File: src/rtl/keypad_pkg.sv
`default_nettype none
// ============================================================================
// keypad_pkg : shared strobe constants, key encoding and debounce states
// Revision   : 1.0
// ============================================================================
package keypad_pkg;

  localparam int KEY_W = 4;

  localparam logic [3:0] COL0 = 4'b1110;
  localparam logic [3:0] COL1 = 4'b1101;
  localparam logic [3:0] COL2 = 4'b1011;
  localparam logic [3:0] COL3 = 4'b0111;

  typedef enum logic [1:0] {
    RELEASED   = 2'd0,
    PRESS_PEND = 2'd1,
    PRESSED    = 2'd2,
    REL_PEND   = 2'd3
  } db_state_e;

  // "No key" is carried by a separate valid flag; its code is kept at zero
  // so that two NONE candidates always compare equal.
  typedef struct packed {
    logic             valid;
    logic [KEY_W-1:0] code;
  } key_cand_t;

  localparam key_cand_t KEY_NONE = '{valid: 1'b0, code: '0};

  function automatic logic [3:0] col_strobe(input logic [1:0] idx);
    logic [3:0] s;
    case (idx)
      2'd0:    s = COL0;
      2'd1:    s = COL1;
      2'd2:    s = COL2;
      default: s = COL3;
    endcase
    return s;
  endfunction

endpackage
`default_nettype wire

File: src/rtl/scan_strobe_gen.sv
`default_nettype none
// ============================================================================
// scan_strobe_gen : column-slot divider driving active-low column strobes
// Revision        : 1.0
// ============================================================================
module scan_strobe_gen
  import keypad_pkg::*;
#(
  parameter int SCAN_DIV = 65536
) (
  input  logic       clk,
  input  logic       rst,
  output logic [3:0] col_o,
  output logic [1:0] col_idx_o,
  output logic       sample_tick_o
);

  localparam int CNT_W = (SCAN_DIV > 1) ? $clog2(SCAN_DIV) : 1;
  localparam logic [CNT_W-1:0] SLOT_LAST = CNT_W'(SCAN_DIV - 1);

  logic [CNT_W-1:0] slot_q, slot_d;
  logic [1:0]       col_idx_q, col_idx_d;
  logic             tick;

  assign tick = (slot_q == SLOT_LAST);

  always_comb begin
    slot_d    = slot_q + 1'b1;
    col_idx_d = col_idx_q;
    if (tick) begin
      slot_d    = '0;
      col_idx_d = col_idx_q + 2'd1;
    end
  end

  always_ff @(posedge clk) begin
    if (rst) begin
      slot_q    <= '0;
      col_idx_q <= 2'd0;
    end else begin
      slot_q    <= slot_d;
      col_idx_q <= col_idx_d;
    end
  end

  assign col_o         = col_strobe(col_idx_q);
  assign col_idx_o     = col_idx_q;
  assign sample_tick_o = tick;

endmodule
`default_nettype wire

File: src/rtl/keypad_matrix_scanner.sv
`default_nettype none
// ============================================================================
// keypad_matrix_scanner : 4x4 keypad scan, whole-scan debounce, key pulse
// Revision              : 1.0
// ============================================================================
module keypad_matrix_scanner
  import keypad_pkg::*;
#(
  parameter int SCAN_DIV = 65536,
  parameter int DB_SCANS = 4
) (
  input  logic             clk,
  input  logic             rst,
  output logic [3:0]       col,
  input  logic [3:0]       row,
  output logic [KEY_W-1:0] key_code,
  output logic             key_down,
  output logic             key_valid
);

  localparam int DB_W = $clog2(DB_SCANS + 1);
  localparam logic [DB_W-1:0] DB_LIM = DB_W'(DB_SCANS);
  localparam logic [DB_W-1:0] DB_ONE = DB_W'(1);

  logic [1:0] col_idx;
  logic       sample_tick;

  scan_strobe_gen #(
    .SCAN_DIV (SCAN_DIV)
  ) u_strobe (
    .clk           (clk),
    .rst           (rst),
    .col_o         (col),
    .col_idx_o     (col_idx),
    .sample_tick_o (sample_tick)
  );

  logic [3:0]  sync0_q, sync1_q;
  logic [15:0] snap_q;
  logic        scan_done_q;
  key_cand_t   cand_q, cand_d;
  logic        cand_stb_q;

  always_ff @(posedge clk) begin
    if (rst) begin
      sync0_q     <= '0;
      sync1_q     <= '0;
      snap_q      <= '0;
      scan_done_q <= 1'b0;
      cand_q      <= KEY_NONE;
      cand_stb_q  <= 1'b0;
    end else begin
      sync0_q     <= row;
      sync1_q     <= sync0_q;
      if (sample_tick) begin
        snap_q[{col_idx, 2'b00} +: 4] <= ~sync1_q;
      end
      scan_done_q <= sample_tick && (col_idx == 2'd3);
      cand_q      <= cand_d;
      cand_stb_q  <= scan_done_q;
    end
  end

  // Anything other than exactly one closed contact (idle or ghosting) is NONE.
  logic [4:0]       hit_cnt;
  logic [KEY_W-1:0] hit_idx;

  always_comb begin
    hit_cnt = '0;
    hit_idx = '0;
    for (int b = 0; b < 16; b++) begin
      if (snap_q[b]) begin
        hit_cnt = hit_cnt + 5'd1;
        hit_idx = KEY_W'(b);
      end
    end
    cand_d = KEY_NONE;
    if (hit_cnt == 5'd1) begin
      cand_d = '{valid: 1'b1, code: hit_idx};
    end
  end

  db_state_e        state_q, state_d;
  logic [DB_W-1:0]  cnt_q, cnt_d, cnt_inc;
  key_cand_t        pend_q, pend_d;
  logic [KEY_W-1:0] key_code_q, key_code_d;
  logic             key_down_q, key_down_d;
  logic             key_valid_q, key_valid_d;
  logic             settle;
  logic             is_held;

  assign cnt_inc = (cnt_q >= DB_LIM) ? cnt_q : cnt_q + DB_ONE;
  assign is_held = cand_q.valid && (cand_q.code == key_code_q);

  always_comb begin
    state_d     = state_q;
    cnt_d       = cnt_q;
    pend_d      = pend_q;
    key_code_d  = key_code_q;
    key_down_d  = key_down_q;
    key_valid_d = 1'b0;
    settle      = 1'b0;
    if (cand_stb_q) begin
      case (state_q)
        RELEASED: begin
          if (cand_q.valid) begin
            state_d = PRESS_PEND;
            pend_d  = cand_q;
            cnt_d   = DB_ONE;
            settle  = 1'b1;
          end
        end
        PRESS_PEND: begin
          if (!cand_q.valid) begin
            state_d = RELEASED;
            cnt_d   = '0;
          end else if (cand_q == pend_q) begin
            cnt_d  = cnt_inc;
            settle = 1'b1;
          end else begin
            pend_d = cand_q;
            cnt_d  = DB_ONE;
            settle = 1'b1;
          end
        end
        PRESSED: begin
          if (!is_held) begin
            state_d = REL_PEND;
            pend_d  = cand_q;
            cnt_d   = DB_ONE;
            settle  = 1'b1;
          end
        end
        default: begin
          if (is_held) begin
            state_d = PRESSED;
            cnt_d   = '0;
          end else if (cand_q == pend_q) begin
            cnt_d  = cnt_inc;
            settle = 1'b1;
          end else begin
            pend_d = cand_q;
            cnt_d  = DB_ONE;
            settle = 1'b1;
          end
        end
      endcase
      // A run that just reached the limit resolves to the candidate it counted.
      if (settle && (cnt_d >= DB_LIM)) begin
        cnt_d = '0;
        if (cand_q.valid) begin
          state_d     = PRESSED;
          key_code_d  = cand_q.code;
          key_down_d  = 1'b1;
          key_valid_d = 1'b1;
        end else begin
          state_d    = RELEASED;
          key_down_d = 1'b0;
        end
      end
    end
  end

  always_ff @(posedge clk) begin
    if (rst) begin
      state_q     <= RELEASED;
      cnt_q       <= '0;
      pend_q      <= KEY_NONE;
      key_code_q  <= '0;
      key_down_q  <= 1'b0;
      key_valid_q <= 1'b0;
    end else begin
      state_q     <= state_d;
      cnt_q       <= cnt_d;
      pend_q      <= pend_d;
      key_code_q  <= key_code_d;
      key_down_q  <= key_down_d;
      key_valid_q <= key_valid_d;
    end
  end

  assign key_code  = key_code_q;
  assign key_down  = key_down_q;
  assign key_valid = key_valid_q;

endmodule
`default_nettype wire

File: config.mk
export PLATFORM = sky130hd
export DESIGN_NAME = keypad_matrix_scanner
export DESIGN_NICKNAME = d
export VERILOG_FILES = /design/src/rtl/keypad_pkg.sv /design/src/rtl/scan_strobe_gen.sv /design/src/rtl/keypad_matrix_scanner.sv
export SDC_FILE = /design/constraint.sdc
export NUM_CORES = 1
export LEC_CHECK = 0
export ABC_CLOCK_PERIOD_IN_PS = 9600
export BUFFER_PORTS_ARGS = -buffer_cell sky130_fd_sc_hd__clkbuf_2
export CAP_MARGIN = 20
export CORE_MARGIN = 2
export CORE_UTILIZATION = 50
export CTS_BUF_LIST = sky130_fd_sc_hd__clkbuf_2 sky130_fd_sc_hd__clkbuf_4 sky130_fd_sc_hd__clkbuf_8
export CTS_CLUSTER_DIAMETER = 60
export DETAILED_ROUTE_END_ITERATION = 10
export GPL_TIMING_DRIVEN = 0
export PLACE_DENSITY_LB_ADDON = 0.25
export SLEW_MARGIN = 20
export SYNTH_ARGS = -nofsm -noshare
export SYNTH_HDL_FRONTEND = slang
export SYNTH_HIERARCHICAL = 1
export SYNTH_SLANG_ARGS = --single-unit
export TNS_END_PERCENT = 50
File: constraint.sdc
create_clock -name clk -period 9.6 [get_ports clk]
set_clock_uncertainty 0.05 [all_clocks]
set_input_delay 1.92 -clock clk [delete_from_list [all_inputs] [get_ports clk]]
set_output_delay 1.92 -clock clk [all_outputs]
set_load 0.05 [all_outputs]
==> results_dict.tcl <==
set metrics [dict create \
    async_reset_ff_frac 0 \
    hp-class "reg2reg" \
    io_buffers 15 \
    yosysWarningCount 6 \
    critPathMaxFanout 7 \
    synth_commonest_cells "nor2_1, dfxtp_1, nand2_1" \
    pin_count 16 \
    gp_congestion 0.874 \
    fin_crit_ns 9.07 \
    synth_edf_count 0 \
    synth_cells 567 \
    crit_top_cell "ha_1" \
    ys_ff_latch 65 \
    synth_most_common_cell "nor2_1" \
    nets 635 \
    rows 35 \
    setup_slack_ns 0.535 \
    ff2ff_path_depth 48 \
    cts_buffers 9 \
    synthTopCellsByArea "dfxtp_1, ha_1, nor2_1" \
    start_util 0.506 \
    synth_fp_nets 604 \
    placed_area_mm2 0.00482 \
    min_period_over_period 0.944 \
    synth_top_area_frac 0.282 \
    cp-start-kind "register" \
    fillers 858 \
    syn_area_mm2 0.00461 \
    cp.required_ns 9.80 \
    dp_slack_ns 0.0900 \
    p_leak_uw 0.00214 \
    critical_path_class "reg2reg" \
    antenna_found_initial 0 \
    viasPerCell 5.36 \
    arrival_ns 9.27 \
    ir_drop_uv 106 \
    worst_pin_slew_ns 1.05 \
    grt_max_degree 13 \
    cts.htree.levels 3 \
    num_vias 3827 \
    fmax_mhz 110 \
    dp_cells 693 \
    ant_nets 0 \
    synth_seq_area_share 0.282 \
    p_total_uw 512 \
    clock_latency_ns 0.34 \
    cts.sinks 65 \
    syn_area_per_cell_um2 8.13 \
    gr-usage-all-layers 0.195 \
    whs_ns 0.399 \
    maxSlewViolCount 0 \
    dieArea_mm2 0.0100 \
    fp.dieW_um 100 \
    first_pass_iters 4 \
    grt_pass1_vias 3555 \
    relSlewSlack 0.289 \
    min_path_cells 1 \
    status "finished clean" \
    finalHoldViolCount 0 \
    finalSetupViolations 0 \
    area_delta_synth_final_pct 10.9 \
    core_mm2 0.00911 \
    max_stage_delay_ns 0.34 \
    yosysTopAreaCell "dfxtp_1" \
    drc_errors 0 \
    overflow 0 \
    drt_iter0_drc 76 \
    cts_root_buf "clkbuf_8" \
    synth_cell_types 68 \
    final_area_mm2 0.00511 \
    layout.cells.non_filler 714 \
    end_kind "register" \
    max_cap_viol_count 0 \
    grt_pass1_wl_mm 16.2 \
    diodes 0 \
    drt_wl_total_mm 9.26 \
    power_density_mw_per_mm2 100 \
    die_h_um 100 \
    crit_slowest_cell "dfxtp_2" \
    clkTransAtPathRegs_ns 0.07 \
    clockBufferDepth 2 \
    hpwl_mm 7.17 \
    ys.flop_type "dfxtp_1" \
    cts_tree "built" \
    rrSetupSlack_ns 0.53 \
    drive_above_1_share 0.133 \
    wl_per_cell_um 13.0 \
]
state kept, by name (all words and copies together) (netlist names):
register            count
cand_stb_q              1
sync1_q                 4
key_valid               1
key_code                4
sync0_q                 4
scan_done_q             1
snap_q                 16
u_strobe/slot_q        16
key_down                1
state_q                 2
pend_q                  5
u_strobe/col_idx_o      2
cand_q                  5
cnt_q                   3
through the flow:
stage	utilization	TNS (ns)
final	0.561	0
after global routing	0.561	-0.0197
after CTS	0.551	0
after detailed placement	0.529	0
after global placement	0.529	0
after floorplan	-	0
cell usage in the layout, fill, tap and decap left out, types with 4 or more instances in the layout:
| cell | count |
|---|---|
| nor2_1 | 96 |
| dfxtp_1 | 63 |
| nand2_1 | 47 |
| a21oi_1 | 39 |
| xnor2_1 | 34 |
| inv_1 | 33 |
| ha_1 | 31 |
| xor2_1 | 24 |
| clkbuf_2 | 16 |
| clkbuf_1 | 15 |
| o21ai_0 | 15 |
| nand3_1 | 15 |
| nor2b_1 | 14 |
| mux2i_1 | 12 |
| nor3_1 | 11 |
| clkbuf_8 | 10 |
| nand4_1 | 9 |
| o31ai_1 | 8 |
| buf_4 | 7 |
| xnor2_2 | 5 |
| nor4_1 | 5 |
| o21bai_1 | 4 |
| nand4b_1 | 4 |
| clkinv_2 | 4 |
metal layers:
layer | GRT usage | part of all wire | vias to the layer above | wire [um]
li1 | - | - | 1995 | -
met2 | 0.328 | 0.48 | 60 | 4470
met4 | 0.0464 | 0.014 | 0 | 127
met3 | 0.0348 | 0.027 | 14 | 246
met5 | 0 | 0 | - | 0
met1 | 0.263 | 0.48 | 1758 | 4410
critical path: cells and delay by family, from the launching register on:
kind	cells	cell delay [ns]
xor+xnor	1	0.14
mux	3	0.87
fa+ha+maj	14	4.22
compound gates	12	1.48
buf+inv	4	0.43
flops	1	0.34
simple gates	14	1.44
layout make-up:
type                    instances  area, um2  area share
flip-flops and latches         65       1300       0.255
clock buffers                  10        138      0.0269
repair buffers                 20        113      0.0220
multi-input cells             445       3120       0.610
well taps                     111        139      0.0272
inverters                      33        124      0.0242
clock inverters                 6       57.6      0.0113
plain buffers                  24        120      0.0235
path summary, 6_finish.rpt:
kind                    from    endpoint
setup reg to reg   snap_q[0]   cand_q[3]
hold / removal    sync0_q[0]  sync1_q[0]
hold reg to reg   sync0_q[0]  sync1_q[0]
setup / recovery   snap_q[0]   cand_q[3]
where the power goes:
group          total (uW)  internal [uW]  switching [uW]
Sequential            274            272            2.19
Combinational        10.0           3.62            6.38
Clock                 227            125             102
Total                 512            401             111
kinds of logic (layout without fill, tap and decap cells):
group           Yosys count  in the layout  synth area share
compound gates           95             95             0.129
xor+xnor                 70             70             0.163
fa+ha+maj                31             31            0.0842
buf+inv                  57             93            0.0524
flops                    65             65             0.282
mux                      16             16            0.0383
simple gates            233            233             0.250
timing repair:
item | 4_1_cts | 5_1_grt
buffers inserted | 0 | 5
endpoints found under the setup margin | 0 | 5
hold buffers | 0 | 0
hold endpoints to repair | 0 | 0
gates resized for setup | 0 | 18
(Power assumes the default switching activity.)
